==> src/rtl/sdram_arb_pkg.sv <==
// Shared types for the SDRAM command arbiter: owner IDs, FSM states, tag width.
package sdram_arb_pkg;

    localparam int TAG_W = 2;

    typedef enum logic [TAG_W-1:0] {
        OWN_FB = 2'd0,
        OWN_IB = 2'd1,
        OWN_DB = 2'd2
    } owner_e;

    typedef enum logic {
        IDLE  = 1'b0,
        ISSUE = 1'b1
    } state_e;

    // Successor in the fb -> ib -> db ring.
    function automatic owner_e next_owner(input owner_e o);
        case (o)
            OWN_FB:  next_owner = OWN_IB;
            OWN_IB:  next_owner = OWN_DB;
            default: next_owner = OWN_FB;
        endcase
    endfunction

endpackage

==> src/rtl/sdram_arb_tagfifo.sv <==
// Owner-tag FIFO for outstanding SDRAM reads; DEPTH must be a power of two >= 2.
module sdram_arb_tagfifo
    import sdram_arb_pkg::*;
#(
    parameter  int DEPTH = 4,
    localparam int CW    = $clog2(DEPTH + 1)
) (
    input  logic             clk,
    input  logic             rst,
    input  logic             push,
    input  logic             pop,
    input  logic [TAG_W-1:0] din,
    output logic [TAG_W-1:0] dout,
    output logic [CW-1:0]    count,
    output logic             empty,
    output logic             full
);

    localparam int PW = $clog2(DEPTH);

    logic [TAG_W-1:0] mem [DEPTH];
    logic [PW-1:0]    wr_ptr;
    logic [PW-1:0]    rd_ptr;
    logic             do_push;
    logic             do_pop;

    assign empty   = (count == '0);
    assign full    = (count == CW'(DEPTH));
    assign do_pop  = pop && !empty;
    // A pop in the same cycle makes room, so a push into a full FIFO is still taken.
    assign do_push = push && (!full || do_pop);

    always_ff @(posedge clk) begin
        if (rst) begin
            wr_ptr <= '0;
            rd_ptr <= '0;
            count  <= '0;
        end else begin
            if (do_push) wr_ptr <= wr_ptr + 1'b1;
            if (do_pop)  rd_ptr <= rd_ptr + 1'b1;
            case ({do_push, do_pop})
                2'b10:   count <= count + 1'b1;
                2'b01:   count <= count - 1'b1;
                default: ;
            endcase
        end
    end

    always_ff @(posedge clk) begin
        if (do_push) mem[wr_ptr] <= din;
    end

    assign dout = mem[rd_ptr];

endmodule

==> src/rtl/sdram_arbiter.sv <==
// Three-port (fb/ib/db) arbiter onto one SDRAM controller command port.
// Define SDRAM_ARB_FB_PRIO_EN for fixed fb priority; default is fair fb/ib/db round-robin.
module sdram_arbiter
    import sdram_arb_pkg::*;
#(
    parameter int ADDR_W    = 24,
    parameter int DATA_W    = 16,
    parameter int TAG_DEPTH = 4
) (
    input  logic              clk,
    input  logic              rst,
    input  logic              fb_req,
    input  logic [ADDR_W-1:0] fb_addr,
    output logic              fb_ack,
    output logic              fb_rvalid,
    input  logic              ib_req,
    input  logic [ADDR_W-1:0] ib_addr,
    output logic              ib_ack,
    output logic              ib_rvalid,
    input  logic              db_req,
    input  logic              db_we,
    input  logic [ADDR_W-1:0] db_addr,
    input  logic [DATA_W-1:0] db_wdata,
    input  logic [1:0]        db_wmask,
    output logic              db_ack,
    output logic              db_rvalid,
    output logic [DATA_W-1:0] rd_data,
    output logic              mem_req,
    output logic              mem_we,
    output logic [ADDR_W-1:0] mem_addr,
    output logic [DATA_W-1:0] mem_wdata,
    output logic [1:0]        mem_wmask,
    input  logic              mem_ready,
    input  logic              mem_rvalid,
    input  logic [DATA_W-1:0] mem_rdata,
    output logic              err_unexp
);

    localparam int CW = $clog2(TAG_DEPTH + 1);

    typedef struct packed {
        logic              we;
        logic [ADDR_W-1:0] addr;
        logic [DATA_W-1:0] wdata;
        logic [1:0]        wmask;
    } cmd_t;

    state_e           state_q, state_d;
    owner_e           owner_q;
    owner_e           rr_q, rr_next;
    owner_e           grant, cand;
    logic             grant_vld;
    logic [2:0]       elig;
    logic             rd_ok;
    cmd_t             cmd_q, cmd_d;
    logic             accept;

    logic             tag_push;
    logic             tag_pop;
    logic [TAG_W-1:0] tag_dout;
    logic [CW-1:0]    tag_count;
    logic             tag_empty;
    logic             tag_full;
    logic             ret_ok;

    // Registered count only: a pop in this IDLE cycle does not open a read slot until next cycle.
    assign rd_ok          = (tag_count < CW'(TAG_DEPTH));
    assign elig[OWN_FB]   = fb_req && rd_ok;
    assign elig[OWN_IB]   = ib_req && rd_ok;
    assign elig[OWN_DB]   = db_req && (db_we || rd_ok);

`ifdef SDRAM_ARB_FB_PRIO_EN
    always_comb begin
        grant     = OWN_FB;
        grant_vld = 1'b0;
        cand      = rr_q;
        rr_next   = rr_q;
        if (elig[OWN_FB]) begin
            grant     = OWN_FB;
            grant_vld = 1'b1;
        end else if (rr_q == OWN_IB && elig[OWN_IB]) begin
            grant     = OWN_IB;
            grant_vld = 1'b1;
        end else if (elig[OWN_DB]) begin
            grant     = OWN_DB;
            grant_vld = 1'b1;
        end else if (elig[OWN_IB]) begin
            grant     = OWN_IB;
            grant_vld = 1'b1;
        end
        // fb grants leave the ib/db pointer alone.
        if (grant_vld && grant == OWN_IB) rr_next = OWN_DB;
        if (grant_vld && grant == OWN_DB) rr_next = OWN_IB;
    end
`else
    always_comb begin
        grant     = OWN_FB;
        grant_vld = 1'b0;
        cand      = rr_q;
        for (int i = 0; i < 3; i++) begin
            if (!grant_vld && elig[cand]) begin
                grant     = cand;
                grant_vld = 1'b1;
            end
            cand = next_owner(cand);
        end
        rr_next = next_owner(grant);
    end
`endif

    always_comb begin
        cmd_d = '0;
        case (grant)
            OWN_FB: cmd_d.addr = fb_addr;
            OWN_IB: cmd_d.addr = ib_addr;
            default: begin
                cmd_d.we    = db_we;
                cmd_d.addr  = db_addr;
                cmd_d.wdata = db_wdata;
                cmd_d.wmask = db_wmask;
            end
        endcase
    end

    always_comb begin
        state_d = state_q;
        case (state_q)
            IDLE:    if (grant_vld) state_d = ISSUE;
            ISSUE:   if (mem_ready) state_d = IDLE;
            default: state_d = IDLE;
        endcase
    end

    always_ff @(posedge clk) begin
        if (rst) begin
            state_q <= IDLE;
            owner_q <= OWN_FB;
            cmd_q   <= '0;
            rr_q    <= OWN_IB;
        end else begin
            state_q <= state_d;
            if (state_q == IDLE && grant_vld) begin
                owner_q <= grant;
                cmd_q   <= cmd_d;
                rr_q    <= rr_next;
            end
        end
    end

    assign mem_req   = (state_q == ISSUE);
    assign mem_we    = cmd_q.we;
    assign mem_addr  = cmd_q.addr;
    assign mem_wdata = cmd_q.wdata;
    assign mem_wmask = cmd_q.wmask;

    assign accept = mem_req && mem_ready;
    assign fb_ack = accept && owner_q == OWN_FB;
    assign ib_ack = accept && owner_q == OWN_IB;
    assign db_ack = accept && owner_q == OWN_DB;

    // Eligibility keeps reads below depth, so the full gate never drops a real tag.
    assign tag_push = accept && !cmd_q.we && !tag_full;
    assign tag_pop  = mem_rvalid;
    assign ret_ok   = mem_rvalid && !tag_empty;

    sdram_arb_tagfifo #(.DEPTH(TAG_DEPTH)) u_tagfifo (
        .clk   (clk),
        .rst   (rst),
        .push  (tag_push),
        .pop   (tag_pop),
        .din   (owner_q),
        .dout  (tag_dout),
        .count (tag_count),
        .empty (tag_empty),
        .full  (tag_full)
    );

    always_ff @(posedge clk) begin
        if (rst) begin
            fb_rvalid <= 1'b0;
            ib_rvalid <= 1'b0;
            db_rvalid <= 1'b0;
            rd_data   <= '0;
            err_unexp <= 1'b0;
        end else begin
            fb_rvalid <= ret_ok && tag_dout == OWN_FB;
            ib_rvalid <= ret_ok && tag_dout == OWN_IB;
            db_rvalid <= ret_ok && tag_dout == OWN_DB;
            if (ret_ok) rd_data <= mem_rdata;
            if (mem_rvalid && tag_empty) err_unexp <= 1'b1;
        end
    end

endmodule

==> config.mk <==
export PLATFORM = sky130hd
export DESIGN_NAME = sdram_arbiter
export DESIGN_NICKNAME = d
export VERILOG_FILES = /design/src/rtl/sdram_arb_pkg.sv /design/src/rtl/sdram_arb_tagfifo.sv /design/src/rtl/sdram_arbiter.sv
export SDC_FILE = /design/constraint.sdc
export NUM_CORES = 1
export LEC_CHECK = 0
export ABC_AREA = 1
export CORE_MARGIN = 10
export CORE_UTILIZATION = 41
export DETAILED_ROUTE_END_ITERATION = 7
export PLACE_DENSITY = 0.87
export SKIP_CTS_REPAIR_TIMING = 1
export SLEW_MARGIN = 20
export SYNTH_ARGS = -nofsm -noshare
export SYNTH_HDL_FRONTEND = slang
export SYNTH_SLANG_ARGS = --single-unit
==> constraint.sdc <==
create_clock -name clk -period 2.5 [get_ports clk]
set_input_delay 0.25 -clock clk [delete_from_list [all_inputs] [get_ports clk]]
set_output_delay 0.25 -clock clk [all_outputs]
set_load 0.005 [all_outputs]
[Word level (Yosys, flattened, before mapping)]
Memory sizes are Yosys's and may differ from the RTL's. A register that Yosys moved wholly into a read port is not among the register bits.
Index checks and enable logic that the tools add are counted.
Word-level totals
  logic and storage cells: 94
  RAM bits: 8
  output and inout bits: 67
  bits of input ports: 114
  register bits: 75
  memories: 1
Memories
  u_tagfifo.mem: words 4, width 2, read ports 1, clocked after Yosys merged registers in 1, write ports 1, RTL line sdram_arb_tagfifo.sv:21  | logic [TAG_W-1:0] mem [DEPTH];
Cells by class
  $add $sub $neg: 4
  bitwise operators: 1
  order comparisons: 4
  reductions and logical operators: 33
  equality and inequality tests: 10
  muxes and demuxes: 26
Operator list (number)
  one-hot mux 24 bit (2 select lines): 1
  logical AND 1 bit: 18
  two-way mux 18 bit: 1
  equality test 2 x 1 -> 1 bit (second input constant): 6
  one-hot mux 2 bit (2 select lines): 3
  two-way mux 1 bit: 11
  logical NOT 2 bit: 5
  two-way mux 2 bit: 5
  < comparator 2 x 3 -> 1 bit (second input constant): 3
  binary-select mux 1 bit (select 2 bit): 3
  equality test 2 bit (second input constant): 3
  one-hot mux 3 bit (2 select lines): 1
  logical NOT 1 bit: 5
  adder 2 x 1 -> 2 bit (second input constant): 2
  adder 3 x 1 -> 3 bit (second input constant): 1
  equality test 3 bit (second input constant): 1
  logical NOT 3 bit: 1
  < comparator 3 bit (second input constant): 1
  subtractor 3 x 1 -> 3 bit (second input constant): 1
  logical OR 1 bit: 2
  one-hot mux 1 bit (2 select lines): 1
  nonzero test 2 bit: 1
  OR reduction 2 bit: 1
  NOT 1 bit: 1

[Longest topological paths before layout]
  depth in word-level cells: 15
  gate-level depth with buffers: 15
  depth with buffers taken out: 14

[Cells and area by module]
Synthesis repeated with hierarchy kept, for this count alone.
Unflattened totals
  cell total of the unflattened synthesis: 567
  area total of the unflattened synthesis: 4052.6 µm²
By module, submodules not included
  sdram_arbiter: sequential area each 1361.3 µm², instances 1, area an instance 3263.1 µm², cells each 483
  sdram_arb_tagfifo: sequential area each 420.4 µm², instances 1, area an instance 789.5 µm², cells each 84

[Worst setup path after synthesis]
OpenSTA, ideal clock, no wires.
  path type: reg2reg
  start point: register u_tagfifo.count[2]
  end point: register u_tagfifo.count[1]
  data required time: 2435 ps
  cell stages (with the launch flop): 10
  setup slack: 264 ps
  setup time: 65 ps
  arrival time: 2171 ps
  path buffers: 1
  clock period less this slack: 2236 ps
  path through: dfxtp_1 -> o31ai_1 -> inv_1 -> clkbuf_1 -> ha_1 -> inv_1 -> fa_1 -> nor2_1 -> a21oi_1 -> nor2_1
Between the ends
  longest elaborated chain between the ends: 7
  elaborated cells between the ends (all ways): 12
  classes of those cells: eq/ne: 3; mux: 1; reduce/logical: 8
Ends and longest elaborated chain
  start, declared: RTL line sdram_arb_tagfifo.sv:14  | output logic [CW-1:0] count,
  start signal, assigned: RTL line sdram_arb_tagfifo.sv:42  | 2'b10: count <= count + 1'b1;
  start signal, assigned: RTL line sdram_arb_tagfifo.sv:43  | 2'b01: count <= count - 1'b1;
  logical NOT 3 bit *: RTL line sdram_arb_tagfifo.sv:27  | assign empty = (count == '0);
  logical NOT 1 bit *
  logical AND 1 bit *
  named net ret_ok: RTL line sdram_arbiter.sv:64  | logic ret_ok;
  logical OR 1 bit: RTL line sdram_arb_tagfifo.sv:31  | assign do_push = push && (!full || do_pop);
  logical AND 1 bit: RTL line sdram_arb_tagfifo.sv:31
  equality test 2 x 1 -> 1 bit or equality test 2 bit (tied branches): RTL line sdram_arb_tagfifo.sv:41  | case ({do_push, do_pop})
  one-hot mux 3 bit (2 select lines) or nonzero test 2 bit (tied branches)
Mark *: on every way through the listed nets, which the timed path passes. The rest lies on a longest branch.
A chain may end at the register's enable or synchronous reset.

[Worst setup path in the final report]
  start point: register rr_q[1]
  end point: register cmd_q (netlist bit mem_addr[19])
Between the ends
  longest elaborated chain between the ends: 11
  elaborated cells between the ends (all ways): 26
  classes of those cells: eq/ne: 3; mux: 15; reduce/logical: 8
Ends and longest elaborated chain
  start, declared: RTL line sdram_arbiter.sv:50  | owner_e rr_q, rr_next;
  start signal, assigned: RTL line sdram_arbiter.sv:145  | rr_q <= rr_next;
  parallel branches: the longest is 11 deep, another holds one-hot mux 24 bit (2 select lines)
  end signal, assigned: RTL line sdram_arbiter.sv:144  | cmd_q <= cmd_d;
  end, declared: RTL line sdram_arbiter.sv:55  | cmd_t cmd_q, cmd_d;
Several ways; the timed one is not identified. The select of a mux whose other input is x is not followed.

==> metrics <==
Die Width=118 um; CTS buffer count=9; Port Buffer Count=180; simple-gate share of the synthesized area=0.328; FMAX=477 MHz; Final Non-Filler Cells=863; main combinational cell family by area after synthesis=simple AND/OR/NAND/NOR gates; Clock Latency Late Sink=0.35 ns; crit-path max FO=11; Initial Util=0.422; Max clock buf depth=2; # DRC=0; Ports=181; clock-pin slew on the worst setup and hold paths=0.10 ns; initial DRC count=416; CP Cell Sequence=nor2_1 -> nand2_1 -> nand2_1 -> nor2_2 -> nand3_2 -> nand2_2 -> nand2_2 -> nand2_1 -> nor2_1 -> nor2_1 -> nor2_1; skew final=0.0122 ns; synthesized area per cell=7.03 um2; CTS tree=yes; syn_nets=675; Largest stage delay, worst path=0.51 ns; final setup fails=0; via count=4,249; diode count=0; Gate Count Post-Synth=555; hpwl dp=10.0 mm; number of synthesis warnings=0; CP delay by family, top=simple AND/OR/NAND/NOR gates; Final Max Tran Viols=0; vias in the first global route=4,364; leakage=2.50 nW; H-tree Lvls=3; run status=complete, no violations; hold crit path type=in -> reg; largest net degree at the start of global routing=51; most used cell, CP=nor2_1; xor-xnor portion of the synthesized cell area=0.00225; Reg power frac=0.311; Post-DP Area=0.00584 mm2; WL per Instance=14.9 um; die height=118 um; complex-gate fraction of the synthesized area=0.113; WP data required=2.74 ns; first-pass GRT wire length=20.9 mm; post-layout min period=2.10 ns; mux contribution to synthesized area=0; final RePlAce weighted congestion=0.972; #FFs+latches synth=85; Critical path buffers and inverters=0; placed instance count=847; Critical Path Sink Type=flop; vias per std cell=4.92; GRT Overall Usage=0.178; Fin. Hold Viols=0; total grt overflow=0; Synth Cell Area=0.00390 mm2; clock share of power=0.140; ANT nets after route=0; switching portion of total power=0.427; Slew HR=0.613; maximum VDD drop=0.546 mV; Final Cycle Share=0.839; initial antenna violation count=0; Setup CP Type=reg -> reg; adder-cell share of the synthesized area=0.0212; Max-cap violations=0; Detailed Route WL=12.8 mm; Gate power share=0.549; Worst Tran Pin Value=0.580 ns; core area=0.00924 mm2; post-layout util=0.654; Final Total Pwr=0.00683 W; clock root cell=clkbuf_8; post-synthesis sequential area ratio=0.457; post-route setup TNS=0 ns; full die area=0.0138 mm2; crit path max-delay cell type=dfxtp_1; DRT Pass-1 Iters=5; PwrDens=1130 mW/mm2; nets=849; Design Area, Final=0.00604 mm2; Startpoint Class=flop; # rows=35; Area Growth Syn to Fin=54.9%; Sw Pwr=0.00292 W; Cell Int Power=0.00392 W; share of cells above drive strength 1=0.0654; Netlist cell types=24; CTS sink cnt=85; CP arrival=2.33 ns; RSZ-0062 raised after global routing=false
## state kept, by name, summed over array words and instances, names as in the netlist, 2 cells and up, named ones only
signal / flops
mem_addr: 24
mem_wdata: 16
rd_data: 16
u_tagfifo.mem: 8
u_tagfifo.count: 3
mem_wmask: 2
owner_q: 2
rr_q: 2
u_tagfifo.rd_ptr: 2
u_tagfifo.wr_ptr: 2
## per-stage QoR
stage	setup WS (ns)	hold slack (ns)
final	0.403	0.455
after global placement	0.301	0.440
after detailed placement	0.190	0.448
after CTS	0.425	0.438
after floorplan	0.264	0.393
after global routing	0.143	0.444
## cells in the mapped netlist
master | instances | area, um2
nor2_1 | 109 | 409
nand2_1 | 108 | 405
dfxtp_1 | 77 | 1540
nand3_1 | 67 | 335
o21ai_0 | 49 | 245
inv_1 | 36 | 135
a21oi_1 | 34 | 170
buf_2 | 14 | 70.1
clkbuf_1 | 13 | 48.8
edfxtp_1 | 8 | 240
inv_2 | 6 | 22.5
ha_1 | 5 | 62.6
nand2_2 | 5 | 31.3
nor2_2 | 5 | 31.3
buf_4 | 4 | 30.0
nand4_1 | 4 | 25.0
nor3_1 | 3 | 15.0
nand3_2 | 2 | 20.0
a32o_1 | 1 | 10.0
a32oi_1 | 1 | 8.76
fa_1 | 1 | 20.0
nor4_1 | 1 | 6.26
o31ai_1 | 1 | 7.51
xor2_1 | 1 | 8.76
## cell usage in the layout, fill, tap and decap left out
master / n
buf_4: 12
clkinv_8: 1
a32oi_1: 1
o31ai_1: 1
inv_8: 2
fa_1: 1
inv_1: 36
o21ai_0: 49
clkinv_4: 1
a32o_1: 1
nand3_1: 67
ha_1: 5
nor4_1: 1
nand3_2: 2
nor3_1: 3
nor2_2: 5
clkbuf_8: 9
nand2_1: 108
edfxtp_1: 8
dfxtp_1: 77
a21oi_1: 34
inv_6: 3
nand2_2: 5
clkdlybuf4s50_1: 180
xor2_1: 1
nand4_1: 4
inv_2: 6
buf_12: 2
nor2_1: 109
## per-layer routing
layer  part of all wire  vias to the layer above  GRT usage
li1                   -                     2141          -
met1               0.40                     1907      0.193
met2               0.49                      177      0.310
met3              0.084                       24     0.0662
met4              0.027                        0     0.0641
met5                  0                        -          0
## worst paths after layout
check	startpoint	to	slack, ns	cells past startpoint
hold / removal	db_wdata[15]	mem_wdata[15]	0.45	3
setup reg to reg	rr_q[1]	mem_addr[19]	0.40	11
setup / recovery	rr_q[1]	mem_addr[19]	0.40	11
hold reg to reg	mem_wdata[9]	mem_wdata[9]	0.47	2
## kinds of logic (layout without fill, tap and decap cells)
family	after synthesis	after routing
and+or+nand+nor	304	304
AOI/OAI and AO/OA	86	86
DFF	85	85
buffers and inverters	73	252
adders and majority gates	6	6
xor gates and xnor gates	1	1
## area by class of cell
cell class | count | area (um2)
Clock buffer | 9 | 124
Clock inverter | 7 | 73.8
Fill cell | 794 | 3200
Inverter | 42 | 158
Multi-Input combinational cell | 397 | 1810
Sequential cell | 85 | 1780
Tap cell | 129 | 161
Timing Repair Buffer | 194 | 1930
## tightest hold or removal path, stage by stage
cell and delay, ns:
clkdlybuf4s50_1 0.40, nand2_1 0.06, a21oi_1 0.05
## power by group through the flow
| stage | registers, W | logic, W | clock network, W |
|---|---|---|---|
| 2_1_floorplan | 0.00214 | 0.00221 | 0 |
| 3_3_place_gp | 0.00213 | 0.00365 | 0 |
| 3_5_place_dp | 0.00216 | 0.00376 | 0 |
| 4_1_cts | 0.00213 | 0.00378 | 0.000984 |
| 5_1_grt | 0.00219 | 0.00422 | 0.00104 |
| 6_report | 0.00213 | 0.00375 | 0.000954 |
No activity file was read; power rests on OpenSTA's default activity.
